===== config.mk =====
export PLATFORM = sky130hd
export DESIGN_NAME = mos6502s_instruction_fetch_buffer
export DESIGN_NICKNAME = d
export VERILOG_FILES = /design/src/rtl/mos6502s_fetch_pkg.sv /design/src/rtl/mos6502s_fetch_fifo.sv /design/src/rtl/mos6502s_instruction_fetch_buffer.sv
export SDC_FILE = /design/constraint.sdc
export NUM_CORES = 1
export LEC_CHECK = 0
export ABC_AREA = 0
export CORE_ASPECT_RATIO = 1.4
export CORE_UTILIZATION = 56
export DETAILED_ROUTE_END_ITERATION = 8
export PLACE_DENSITY = 0.92
export SLEW_MARGIN = 40
export SYNTH_ARGS = -nofsm -noshare
export SYNTH_HDL_FRONTEND = slang
export SYNTH_HIERARCHICAL = 1
export SYNTH_SLANG_ARGS = --single-unit

===== constraint.sdc =====
create_clock -name clk -period 8.1 [get_ports clk]
set_input_delay 0.81 -clock clk [delete_from_list [all_inputs] [get_ports clk]]
set_output_delay 0.81 -clock clk [all_outputs]
set_load 0.05 [all_outputs]

===== src/rtl/mos6502s_fetch_pkg.sv =====
// Shared types and helpers for the mos6502s instruction fetch buffer:
// assembler state encoding, legal instruction lengths and op_len clean-up.
package mos6502s_fetch_pkg;

    typedef enum logic [1:0] {
        S_FETCH = 2'd0,
        S_LEN   = 2'd1,
        S_OPER  = 2'd2,
        S_VALID = 2'd3
    } fetch_state_t;

    localparam logic [1:0] LEN_MIN = 2'd1;
    localparam logic [1:0] LEN_MAX = 2'd3;

    // A decoder output of 0 is not a legal length, so it is promoted to a
    // single-byte instruction; the mask keeps the result inside LEN_MAX.
    function automatic logic [1:0] sanitize_len(input logic [1:0] raw_len);
        logic [1:0] clean;
        clean = (raw_len == 2'd0) ? LEN_MIN : (raw_len & LEN_MAX);
        return clean;
    endfunction

endpackage


===== src/rtl/mos6502s_fetch_fifo.sv =====
// DATA_W x DEPTH synchronous byte FIFO with first-word fall-through read
// data, occupancy count and a flush that empties it in one cycle.
module mos6502s_fetch_fifo #(
    parameter int DATA_W = 8,
    parameter int DEPTH  = 4,
    parameter int CNT_W  = $clog2(DEPTH + 1)
) (
    input  logic              clk,
    input  logic              rst,
    input  logic              flush,
    input  logic              push,
    input  logic [DATA_W-1:0] push_data,
    input  logic              pop,
    output logic [DATA_W-1:0] pop_data,
    output logic              full,
    output logic              empty,
    output logic [CNT_W-1:0]  count
);

    localparam int PTR_W = (DEPTH > 1) ? $clog2(DEPTH) : 1;

    logic [DATA_W-1:0] mem [DEPTH];
    logic [PTR_W-1:0]  wr_ptr;
    logic [PTR_W-1:0]  rd_ptr;
    logic [CNT_W-1:0]  count_q;
    logic              do_push;
    logic              do_pop;

    assign full     = (count_q == CNT_W'(DEPTH));
    assign empty    = (count_q == '0);
    assign count    = count_q;
    assign pop_data = mem[rd_ptr];

    // Flush wins over any push or pop issued in the same cycle.
    assign do_push = push && !full && !flush && !rst;
    assign do_pop  = pop && !empty && !flush && !rst;

    always_ff @(posedge clk) begin
        if (do_push) begin
            mem[wr_ptr] <= push_data;
        end
    end

    // DEPTH is a power of two, so pointer overflow is the modulo wrap.
    always_ff @(posedge clk) begin
        if (rst || flush) begin
            wr_ptr  <= '0;
            rd_ptr  <= '0;
            count_q <= '0;
        end else begin
            if (do_push) begin
                wr_ptr <= wr_ptr + PTR_W'(1);
            end
            if (do_pop) begin
                rd_ptr <= rd_ptr + PTR_W'(1);
            end
            case ({do_push, do_pop})
                2'b10:   count_q <= count_q + CNT_W'(1);
                2'b01:   count_q <= count_q - CNT_W'(1);
                default: count_q <= count_q;
            endcase
        end
    end

endmodule


===== src/rtl/mos6502s_instruction_fetch_buffer.sv =====
// Prefetch queue plus instruction assembler: collects an opcode and its
// operand bytes from the fetch FIFO and hands them over with valid/ready.
module mos6502s_instruction_fetch_buffer
    import mos6502s_fetch_pkg::*;
#(
    parameter  int DATA_W = 8,
    parameter  int DEPTH  = 4,
    localparam int CNT_W  = $clog2(DEPTH + 1)
) (
    input  logic                clk,
    input  logic                rst,
    input  logic                flush,
    input  logic                fill_valid,
    input  logic [DATA_W-1:0]   fill_data,
    output logic                fill_ready,
    input  logic [1:0]          op_len,
    output logic                instr_valid,
    input  logic                instr_ready,
    output logic [DATA_W-1:0]   opcode,
    output logic [DATA_W-1:0]   operand_lo,
    output logic [DATA_W-1:0]   operand_hi,
    output logic [2*DATA_W-1:0] operand,
    output logic [1:0]          instr_len,
    output logic [CNT_W-1:0]    fifo_count
);

    fetch_state_t      state;
    logic [1:0]        rem;
    logic              idx;
    logic [1:0]        len_clean;
    logic              fifo_pop;
    logic              fifo_full;
    logic              fifo_empty;
    logic [DATA_W-1:0] fifo_data;

    mos6502s_fetch_fifo #(
        .DATA_W (DATA_W),
        .DEPTH  (DEPTH),
        .CNT_W  (CNT_W)
    ) u_fifo (
        .clk       (clk),
        .rst       (rst),
        .flush     (flush),
        .push      (fill_valid),
        .push_data (fill_data),
        .pop       (fifo_pop),
        .pop_data  (fifo_data),
        .full      (fifo_full),
        .empty     (fifo_empty),
        .count     (fifo_count)
    );

    assign fill_ready = !fifo_full;
    assign operand    = {operand_hi, operand_lo};
    assign len_clean  = sanitize_len(op_len);

    // Only the assembler pops; a flush cancels whatever pop it would issue.
    always_comb begin
        fifo_pop = 1'b0;
        if (!flush) begin
            case (state)
                S_FETCH: fifo_pop = !fifo_empty;
                S_OPER:  fifo_pop = !fifo_empty;
                S_VALID: fifo_pop = instr_ready && !fifo_empty;
                default: fifo_pop = 1'b0;
            endcase
        end
    end

    always_ff @(posedge clk) begin
        if (rst) begin
            state       <= S_FETCH;
            instr_valid <= 1'b0;
            opcode      <= '0;
            operand_lo  <= '0;
            operand_hi  <= '0;
            instr_len   <= LEN_MIN;
            rem         <= 2'd0;
            idx         <= 1'b0;
        end else if (flush) begin
            state       <= S_FETCH;
            instr_valid <= 1'b0;
        end else begin
            case (state)
                S_FETCH: begin
                    if (fifo_pop) begin
                        opcode     <= fifo_data;
                        operand_lo <= '0;
                        operand_hi <= '0;
                        state      <= S_LEN;
                    end
                end
                S_LEN: begin
                    instr_len <= len_clean;
                    rem       <= len_clean - 2'd1;
                    idx       <= 1'b0;
                    if (len_clean == LEN_MIN) begin
                        state       <= S_VALID;
                        instr_valid <= 1'b1;
                    end else begin
                        state <= S_OPER;
                    end
                end
                S_OPER: begin
                    if (fifo_pop) begin
                        if (!idx) begin
                            operand_lo <= fifo_data;
                        end else begin
                            operand_hi <= fifo_data;
                        end
                        idx <= 1'b1;
                        rem <= rem - 2'd1;
                        if (rem == 2'd1) begin
                            state       <= S_VALID;
                            instr_valid <= 1'b1;
                        end
                    end
                end
                S_VALID: begin
                    // Popping the next opcode on acceptance avoids a bubble.
                    if (instr_ready) begin
                        instr_valid <= 1'b0;
                        if (fifo_pop) begin
                            opcode     <= fifo_data;
                            operand_lo <= '0;
                            operand_hi <= '0;
                            state      <= S_LEN;
                        end else begin
                            state <= S_FETCH;
                        end
                    end
                end
                default: begin
                    state       <= S_FETCH;
                    instr_valid <= 1'b0;
                end
            endcase
        end
    end

endmodule


==> summary.md, run 1 <==
| Metric | Value |
|---|---|
| Number of max-cap violations | `0` |
| FILL cells | `368` |
| Syn Inst Count | `274` |
| Yosys reg bits | `73` |
| Reg2Reg Capture Point | `u_fifo/count[2]` |
| # setup viols final | `0` |
| WP data arrival | `3.63 ns` |
| Via density | `5.58` |
| Status | `finished, final reports clean` |
| Final net count | `345` |
| DRT Pass-1 Iters | `4` |
| Most used flip-flop cell after synthesis | `dfxtp_1` |
| Switching pwr | `0.000166 W` |
| Slew Viols, Final | `0` |
| WHS Endpoint | `instr_valid` |
| FF-to-FF Start | `state[1]` |
| Placement Cell Area | `3840 µm²` |
| Post-synth EDFFs | `32` |
| Setup CP Type | `in2reg` |
| Residual DRC | `0` |
| Non-Filler Instances | `392` |
| Grt ovf | `0` |
| Routed WL | `6200 µm` |
| Synthesis-to-layout area growth | `21.3%` |
| Setup TNS Final | `0 ns` |
| Die Height | `93.0 µm` |
| Syn avg cell area | `12.1 µm²` |
| HPWL Detailed | `4280 µm` |
| Die area | `6240 µm²` |
| Relative slew margins | `62.2%` |
| Cts hold-fix bufs | `0` |
| Post-CTS Setup Inserts | `0` |
| Synthesized area | `3320 µm²` |
| Clk buf depth | `2` |
| Slew of the pin with the lowest slew margin | `0.565 ns` |
| Port-buffer cells | `61` |
| Syn nets | `300` |
| Worst-path clk slew | `0.08 ns` |
| Worst setup margin | `4.76 ns` |
| Gate power share | `4.3%` |
| Peak supply drop | `135 µV` |
| Die X | `67.0 µm` |
| Reg-to-reg slack, setup | `5.19 ns` |
| Hold Startpoint | `instr_valid` |
| Pleak | `1.46 nW` |
| Hold path cells | `2` |
| Placer Congestion | `0.834` |
| Largest net degree at the start of global routing | `44` |
| DP Cell Count | `376` |
| Io pins | `62` |
| Power density over the cells | `170 nW/µm²` |
| Netlist cell types | `44` |
| Cell taking the most area after synthesis | `edfxtp_1` |
| Starting Density | `59.2%` |
| Sequential share of power | `56.6%` |
| Fin crit share | `41.3%` |
| Clock Latency Late Sink | `0.35 ns` |
| Vias in the first global route | `2269` |
| DRT iter0 DRCs | `130` |
| Synth cell count leaders | `41 x dfxtp_1, 36 x nand2b_1, 32 x edfxtp_1` |
| CTS tree | `done` |
| Seq/Total Area, Yosys | `53.7%` |
| Gr usage total | `22.6%` |
| Clock power share | `39.0%` |
| CTS Root Cell | `clkbuf_8` |
| Unrepaired setup endpoints after global routing | `no` |
| Number of cell rows | `32` |
| Sw Ratio | `24.3%` |
| # H-tree levels | `3` |
| First-pass GRT wire length | `10300 µm` |
| Fin crit period | `3.34 ns` |
| Antenna Violating Nets Remaining | `0` |
| Cell-internal power | `0.000517 W` |
| Via count | `2189` |
| Synth top area cells | `edfxtp_1 29%, dfxtp_1 25%, mux2i_1 8.2%` |
| Proportion of layout cells with a drive suffix above 1 | `10.8%` |
| Initial antenna violation count | `0` |
| Hold Path Class | `reg2reg` |
| Portion of synthesized cell area occupied by the leading cell type | `29.0%` |
| Hold Violations, Final | `0` |
| Pre-CTS WS | `4.47 ns` |
| Total number of yosys warnings | `6` |
| Startpoint Class | `input pin` |
| Post-cts resize count | `0` |
| Async set-reset flop share out of synthesis | `0%` |
| Req. time, crit path | `8.39 ns` |
| Placeable Area | `5610 µm²` |
| CTS Buf Count | `9` |
| Count leader, synth | `dfxtp_1` |
| CTS Sinks | `73` |
| Design Area, Final | `4020 µm²` |
| Clock skew | `0.00603 ns` |
| Worst R2R Path Depth | `12` |
| Nature of the critical path endpoint | `flip-flop` |
| Max Fclk | `0.299 GHz` |
| Crit path max fanout | `10` |
| Ant diodes | `0` |
| Routed wire length per instance | `15.8 µm` |
==> sequential cells by signal, summed over array words and instances, names as in the netlist, named ones only <==
signal         count
idx                1
state              2
u_fifo/count       3
operand_lo         8
instr_len          2
instr_valid        1
rem                2
opcode             8
u_fifo/rd_ptr      2
u_fifo/mem        32
operand_hi         8
u_fifo/wr_ptr      2
==> stage by stage <==
stage               utilization, %  hold slack (ns)  total power (W)
floorplan                        -            0.467         0.000411
global placement              68.5            0.452         0.000424
detailed placement            68.4            0.454         0.000425
CTS                           71.8            0.474         0.000688
global route                  71.8            0.509         0.000710
finish                        71.8            0.470         0.000683
==> cell type report <==
type,instances,area [µm²],area share [%]
clock buffer,9,124,3.08
tap,68,85.1,2.12
timing repair buffer,61,606,15.1
inverter,13,48.8,1.21
clock inverter,7,62.6,1.56
multi-input combinational,161,1320,32.7
sequential,73,1780,44.3
==> worst max-delay path by stage <==
| stage | start | end |
|---|---|---|
| 2_1_floorplan | u_fifo/count[0] | u_fifo/count[2] |
| 5_1_grt | flush | u_fifo/count[2] |
| 6_report | flush | u_fifo/count[2] |
| 4_1_cts | flush | u_fifo/count[2] |
| 3_5_place_dp | flush | u_fifo/count[2] |
| 3_3_place_gp | rst | u_fifo/count[2] |
==> power by group through the flow <==
stage | clock (W) | combinational, W | sequential (W)
after CTS | 0.000271 | 0.0000297 | 0.000387
after detailed placement | 0 | 0.0000293 | 0.000396
final | 0.000267 | 0.0000296 | 0.000387
after global placement | 0 | 0.0000288 | 0.000395
after global routing | 0.000290 | 0.0000321 | 0.000387
after floorplan | 0 | 0.0000146 | 0.000397
==> metal layers <==
| metal | vias to the layer above | share of wire (%) | global-route usage [%] |
|---|---|---|---|
| met5 | - | 0 | 0 |
| met2 | 70 | 52 | 38.0 |
| met1 | 1059 | 40 | 24.8 |
| met4 | 0 | 3.8 | 13.1 |
| li1 | 1037 | - | - |
| met3 | 23 | 4.1 | 6.10 |
==> critical path, cell delays in order <==
cell	delay, ns
clkdlybuf4s50_1	0.59
nor3_4	0.40
and2_1	0.22
o31ai_1	0.11
nor2_1	0.13
ha_1	0.20
inv_1	0.06
fa_1	0.37
xor2_1	0.17
or3_2	0.42
a21oi_1	0.14
==> layout by cell type, fill, tap and decap left out, types with 7 or more instances in the layout <==
master,instances
a21oi_1,7
clkbuf_8,9
clkdlybuf4s50_1,60
dfxtp_1,41
edfxtp_1,32
ha_1,10
inv_1,13
mux2i_1,27
mux4_2,8
nand2_1,13
nand2b_1,36
nor2_1,12
==> cells by family (layout without fill, tap and decap cells) <==
kind of cell | Yosys count | after routing | share of synthesized area, %
AND/OR/NAND/NOR | 86 | 86 | 15.2
AO/OA/AOI/OAI | 25 | 25 | 5.43
buffers and inverters | 40 | 90 | 6.60
multiplexers | 35 | 35 | 13.6
adder cells (fa/ha/maj) | 11 | 11 | 4.38
XOR/XNOR | 4 | 4 | 1.06
flip-flops | 73 | 73 | 53.7
Power figures use the tool's default switching activity.
==> run 2, diff against run 1 <==
--- a/config.mk
+++ b/config.mk
@@ -7,9 +7,9 @@
 export LEC_CHECK = 0
 export ABC_AREA = 0
 export CORE_ASPECT_RATIO = 1.4
-export CORE_UTILIZATION = 56
+export CORE_UTILIZATION = 52
 export DETAILED_ROUTE_END_ITERATION = 8
-export PLACE_DENSITY = 0.92
+export PLACE_DENSITY = 0.87
 export SLEW_MARGIN = 40
 export SYNTH_ARGS = -nofsm -noshare
 export SYNTH_HDL_FRONTEND = slang
==> constraint.sdc (replaced) <==
create_clock -name clk -period 3.34 [get_ports clk]
set_input_delay 0.334 -clock clk [delete_from_list [all_inputs] [get_ports clk]]
set_output_delay 0.334 -clock clk [all_outputs]
set_load 0.05 [all_outputs]
==> summary.md, run 2 (synthesis results as in run 1) <==
| Metric | Value |
|---|---|
| Pleak | `1.49 nW` |
| Die X | `69.5 µm` |
| Number of max-cap violations | `0` |
| Reg-to-reg slack, setup | `0.46 ns` |
| Grt ovf | `0` |
| Worst-path clk slew | `0.08 ns` |
| Io pins | `62` |
| Relative slew margins | `63.6%` |
| Hold path cells | `2` |
| Hold WS | `0.468 ns` |
| Nature of the critical path endpoint | `flip-flop` |
| Clock skew | `0.00603 ns` |
| Fin crit share | `86.1%` |
| Antenna Violating Nets Remaining | `0` |
| CTS Sinks | `73` |
| Proportion of layout cells with a drive suffix above 1 | `11.0%` |
| Startpoint Class | `flip-flop` |
| Routed WL | `6010 µm` |
| Ant diodes | `0` |
| Placeable Area | `6170 µm²` |
| Req. time, crit path | `3.62 ns` |
| Worst R2R Path Depth | `12` |
| Fin crit period | `2.88 ns` |
| Max Fclk | `0.348 GHz` |
| Die Height | `96.5 µm` |
| Power density over the cells | `438 nW/µm²` |
| Reg2Reg Capture Point | `u_fifo/count[2]` |
| Unrepaired setup endpoints after global routing | `no` |
| Starting Density | `53.8%` |
| Critical path origin | `state[0]` |
| Setup CP Type | `reg2reg` |
| GRT busiest layer | `met2` |
| Port-buffer cells | `61` |
| Initial antenna violation count | `0` |
| Post-CTS Setup Inserts | `0` |
| First-pass GRT wire length | `9640 µm` |
| WP data arrival | `3.16 ns` |
| Number of cell rows | `34` |
| Commonest non-fill, non-tap cell in the layout | `clkdlybuf4s50_1` |
| Via count | `2149` |
| Residual DRC | `0` |
| Clk buf depth | `2` |
| Cts hold-fix bufs | `0` |
| Most frequent cells in the layout | `61 x clkdlybuf4s50_1, 41 x dfxtp_1, 36 x nand2b_1` |
| Slew of the pin with the lowest slew margin | `0.545 ns` |
| Post-cts resize count | `0` |
| Slew Viols, Final | `0` |
| DRT Pass-1 Iters | `4` |
| Core Util, Final | `66.2%` |
| Placer Congestion | `0.837` |
| Die area | `6700 µm²` |
| WHS Endpoint | `instr_valid` |
| Final net count | `347` |
| Hold Startpoint | `instr_valid` |
| Via density | `5.40` |
| HPWL Detailed | `4320 µm` |
| Max reg flops | `32` |
| Hold Path Class | `reg2reg` |
| Peak supply drop | `369 µV` |
| FF-to-FF Start | `state[0]` |
| Met3 GRT Util | `2.49%` |
| Hold Violations, Final | `0` |
| # H-tree levels | `3` |
| Gr usage total | `18.9%` |
| Largest net degree at the start of global routing | `43` |
| Setup TNS Final | `0 ns` |
| Status | `finished, final reports clean` |
| Routed wire length per instance | `15.1 µm` |
| # setup viols final | `0` |
| Clock Latency Late Sink | `0.35 ns` |
| CTS tree | `done` |
| CTS Root Cell | `clkbuf_8` |
| DRT iter0 DRCs | `156` |
| Crit path max fanout | `11` |
| CTS Buf Count | `9` |
| Synthesis-to-layout area growth | `23.2%` |
| Met2 usage in global routing | `34.9%` |
| Met1 usage | `21.1%` |
| Reg with most FFs | `u_fifo/mem` |
| Vias in the first global route | `2051` |
==> run 2: cell type report <==
type                            count  area [µm²]
Tap cell                           72        90.1
Inverter                           13        48.8
Clock buffer                        9         124
Timing Repair Buffer               63         626
Sequential cell                    73        1780
Multi-Input combinational cell    161        1320
Fill cell                         433        2080
Clock inverter                      7         100
==> run 2: worst max path at each step <==
stage                      endpoint  slack, ns  cells after the start
CTS                 u_fifo/count[2]       0.47                     12
detailed placement  u_fifo/count[2]       0.36                     11
floorplan           u_fifo/count[2]       0.44                     11
finish              u_fifo/count[2]       0.46                     12
global placement    u_fifo/count[2]       0.48                     11
global route        u_fifo/count[2]       0.27                     12
==> run 2: where the power goes <==
part / switching [W] / leakage, nW / internal [W]
registers: 0.00000266 / 0.619 / 0.000936
clock network: 0.000349 / 0.115 / 0.000428
logic: 0.0000376 / 0.760 / 0.0000360
total: 0.000389 / 1.49 / 0.00140
==> run 2: metrics by stage <==
stage	instance area, µm²	setup WS, ns	std cells	power (W)
6_report	4090	0.464	398	0.00179
5_1_grt	4090	0.275	398	0.00183
4_1_cts	4090	0.474	398	0.00180
3_5_place_dp	3860	0.356	382	0.00103
3_3_place_gp	3860	0.484	382	0.00103
2_1_floorplan	3320	0.436	274	0.000998
==> run 2: metal layers <==
metal  vias up  share of wire (%)
li1       1047                  -
met1      1027                 42
met2        61                 53
met3        14                3.1
met4         0                2.5
met5         -                  0
==> run 2: critical path, stage by stage, from the launching register on <==
cell,delay [ns]
dfxtp_1,0.33
inv_1,0.10
ha_1,0.35
a211o_1,0.24
and2_1,0.17
o31ai_1,0.10
nor2_1,0.13
ha_1,0.20
inv_1,0.06
fa_1,0.38
xor2_1,0.16
or3_2,0.42
a21oi_1,0.17
==> run 3, diff against run 2 <==
==> constraint.sdc (replaced) <==
create_clock -name clk -period 3.3 [get_ports clk]
set_input_delay 0.33 -clock clk [delete_from_list [all_inputs] [get_ports clk]]
set_output_delay 0.33 -clock clk [all_outputs]
set_load 0.05 [all_outputs]
==> summary.md, run 3 (synthesis results as in run 1) <==
| Metric | Value |
|---|---|
| Via count | `2147` |
| Critical path origin | `state[0]` |
| CTS Sinks | `73` |
| Hold WS | `0.468 ns` |
| Ant diodes | `0` |
| Fin crit share | `86.3%` |
| Placement Cell Area | `3860 µm²` |
| Initial antenna violation count | `0` |
| Worst setup path endpoint | `u_fifo/count[2]` |
| Post-CTS Setup Inserts | `0` |
| Cts hold-fix bufs | `0` |
| Unrepaired setup endpoints after global routing | `no` |
| Final net count | `347` |
| Worst path max stage delay | `0.42 ns` |
| Synthesis-to-layout area growth | `22.5%` |
| FF-to-FF Start | `state[0]` |
| Peak supply drop | `334 µV` |
| Reg2Reg Capture Point | `u_fifo/count[2]` |
| Crit path max fanout | `11` |
| FILL cells | `459` |
| Clock skew | `0.0110 ns` |
| CTS tree | `done` |
| Status | `finished, final reports clean` |
| Port-buffer cells | `61` |
| Placer Congestion | `0.846` |
| Slew Viols, Final | `0` |
| Setup TNS Final | `0 ns` |
| WP data arrival | `3.13 ns` |
| DP Cell Count | `382` |
| Post-cts resize count | `0` |
| Number of cell rows | `34` |
| Worst path cell trace | `inv_1 > ha_1 > a211o_1 > and2_1 > o31ai_1 > nor2_1 > ha_1 > inv_1 > fa_1 > xor2_1 > or3_2 > a21oi_1` |
| Residual DRC | `0` |
| Die Height | `96.5 µm` |
| Largest net degree at the start of global routing | `43` |
| CTS Buf Count | `9` |
| Hold Path Class | `reg2reg` |
| Die area | `6700 µm²` |
| # setup viols final | `0` |
| Gr usage total | `19.2%` |
| Routed wire length per instance | `15.0 µm` |
| Max reg flops | `32` |
| Hold Startpoint | `instr_valid` |
| Nature of the critical path endpoint | `flip-flop` |
| Worst-path clk slew | `0.08 ns` |
| Routed WL | `5970 µm` |
| Relative slew margins | `63.5%` |
| Number of max-cap violations | `0` |
| DRT iter0 DRCs | `125` |
| Proportion of layout cells with a drive suffix above 1 | `11.0%` |
| Most frequent cells in the layout | `61 x clkdlybuf4s50_1, 41 x dfxtp_1, 36 x nand2b_1` |
| Fin crit period | `2.85 ns` |
| Via density | `5.39` |
| HPWL Detailed | `4320 µm` |
| Worst R2R Path Depth | `12` |
| Clk buf depth | `2` |
| Req. time, crit path | `3.59 ns` |
| Core Util, Final | `65.9%` |
| Placeable Area | `6170 µm²` |
| Crit path max-delay cell type | `or3_2` |
| Slew of the pin with the lowest slew margin | `0.543 ns` |
| Clock Latency Late Sink | `0.35 ns` |
| Antenna Violating Nets Remaining | `0` |
| Die X | `69.5 µm` |
| First-pass GRT wire length | `9800 µm` |
| Vias in the first global route | `2068` |
| Power density over the cells | `425 nW/µm²` |
| Pleak | `1.48 nW` |
| Commonest non-fill, non-tap cell in the layout | `clkdlybuf4s50_1` |
| Reg-to-reg slack, setup | `0.45 ns` |
| Non-Filler Instances | `398` |
| CTS Root Cell | `clkbuf_8` |
| Max Fclk | `0.351 GHz` |
| DRT Pass-1 Iters | `4` |
| Io pins | `62` |
| Reg with most FFs | `u_fifo/mem` |
| Setup CP Type | `reg2reg` |
| # H-tree levels | `3` |
| Hold Violations, Final | `0` |
| Design Area, Final | `4060 µm²` |
| Startpoint Class | `flip-flop` |
| Grt ovf | `0` |
| Starting Density | `53.8%` |
-- run 3: cell types whose count changed in the layout (fill, tap and decap cells not counted), sizes merged --
| cell | change |
|---|---|
| bufinv | -1 |
| clkinvlp | +2 |
| inv | -1 |
-- run 3: worst min path at each step --
stage | end | cells after the start | slack [ns]
3_5_place_dp | instr_len[0] | 1 | 0.46
3_3_place_gp | instr_len[0] | 1 | 0.45
5_1_grt | instr_valid | 2 | 0.49
6_report | instr_valid | 2 | 0.47
4_1_cts | instr_valid | 2 | 0.47
2_1_floorplan | u_fifo/mem[0][0] | 0 | 0.43
-- run 3: critical path, delay by kind of cell (launching register included) --
kind	cells	cell delay (ns)
DFF	1	0.33
adders and majority gates	3	0.94
AOI/OAI and AO/OA	3	0.48
xor gates and xnor gates	1	0.16
buffers and inverters	2	0.17
and+or+nand+nor	3	0.70
-- run 3: stage by stage --
step	setup slack, ns	total power, W
floorplan	0.396	0.00101
detailed placement	0.375	0.00104
finish	0.452	0.00173
CTS	0.470	0.00174
global placement	0.452	0.00104
global route	0.267	0.00178
-- run 3: per-layer routing --
metal | share of wire [%] | wire (µm) | track usage [%]
met1 | 42 | 2490 | 21.8
met2 | 52 | 3100 | 34.5
met3 | 4.0 | 238 | 3.63
met4 | 2.3 | 137 | 10.2
met5 | 0 | 0 | 0
-- run 3: power breakdown --
part	total [W]	internal, W	switching [W]
Sequential	0.000950	0.000947	0.00000273
Clock	0.000702	0.000355	0.000347
Combinational	0.0000741	0.0000363	0.0000378
-- run 3: layout make-up --
cell class                 count  area, µm²  area share, %
sequential                    73       1780           43.9
multi-input combinational    161       1320           32.4
timing repair buffer          63        626           15.4
clock buffer                   9        124           3.05
tap                           72       90.1           2.22
clock inverter                 7       77.6           1.91
inverter                      13       48.8           1.20
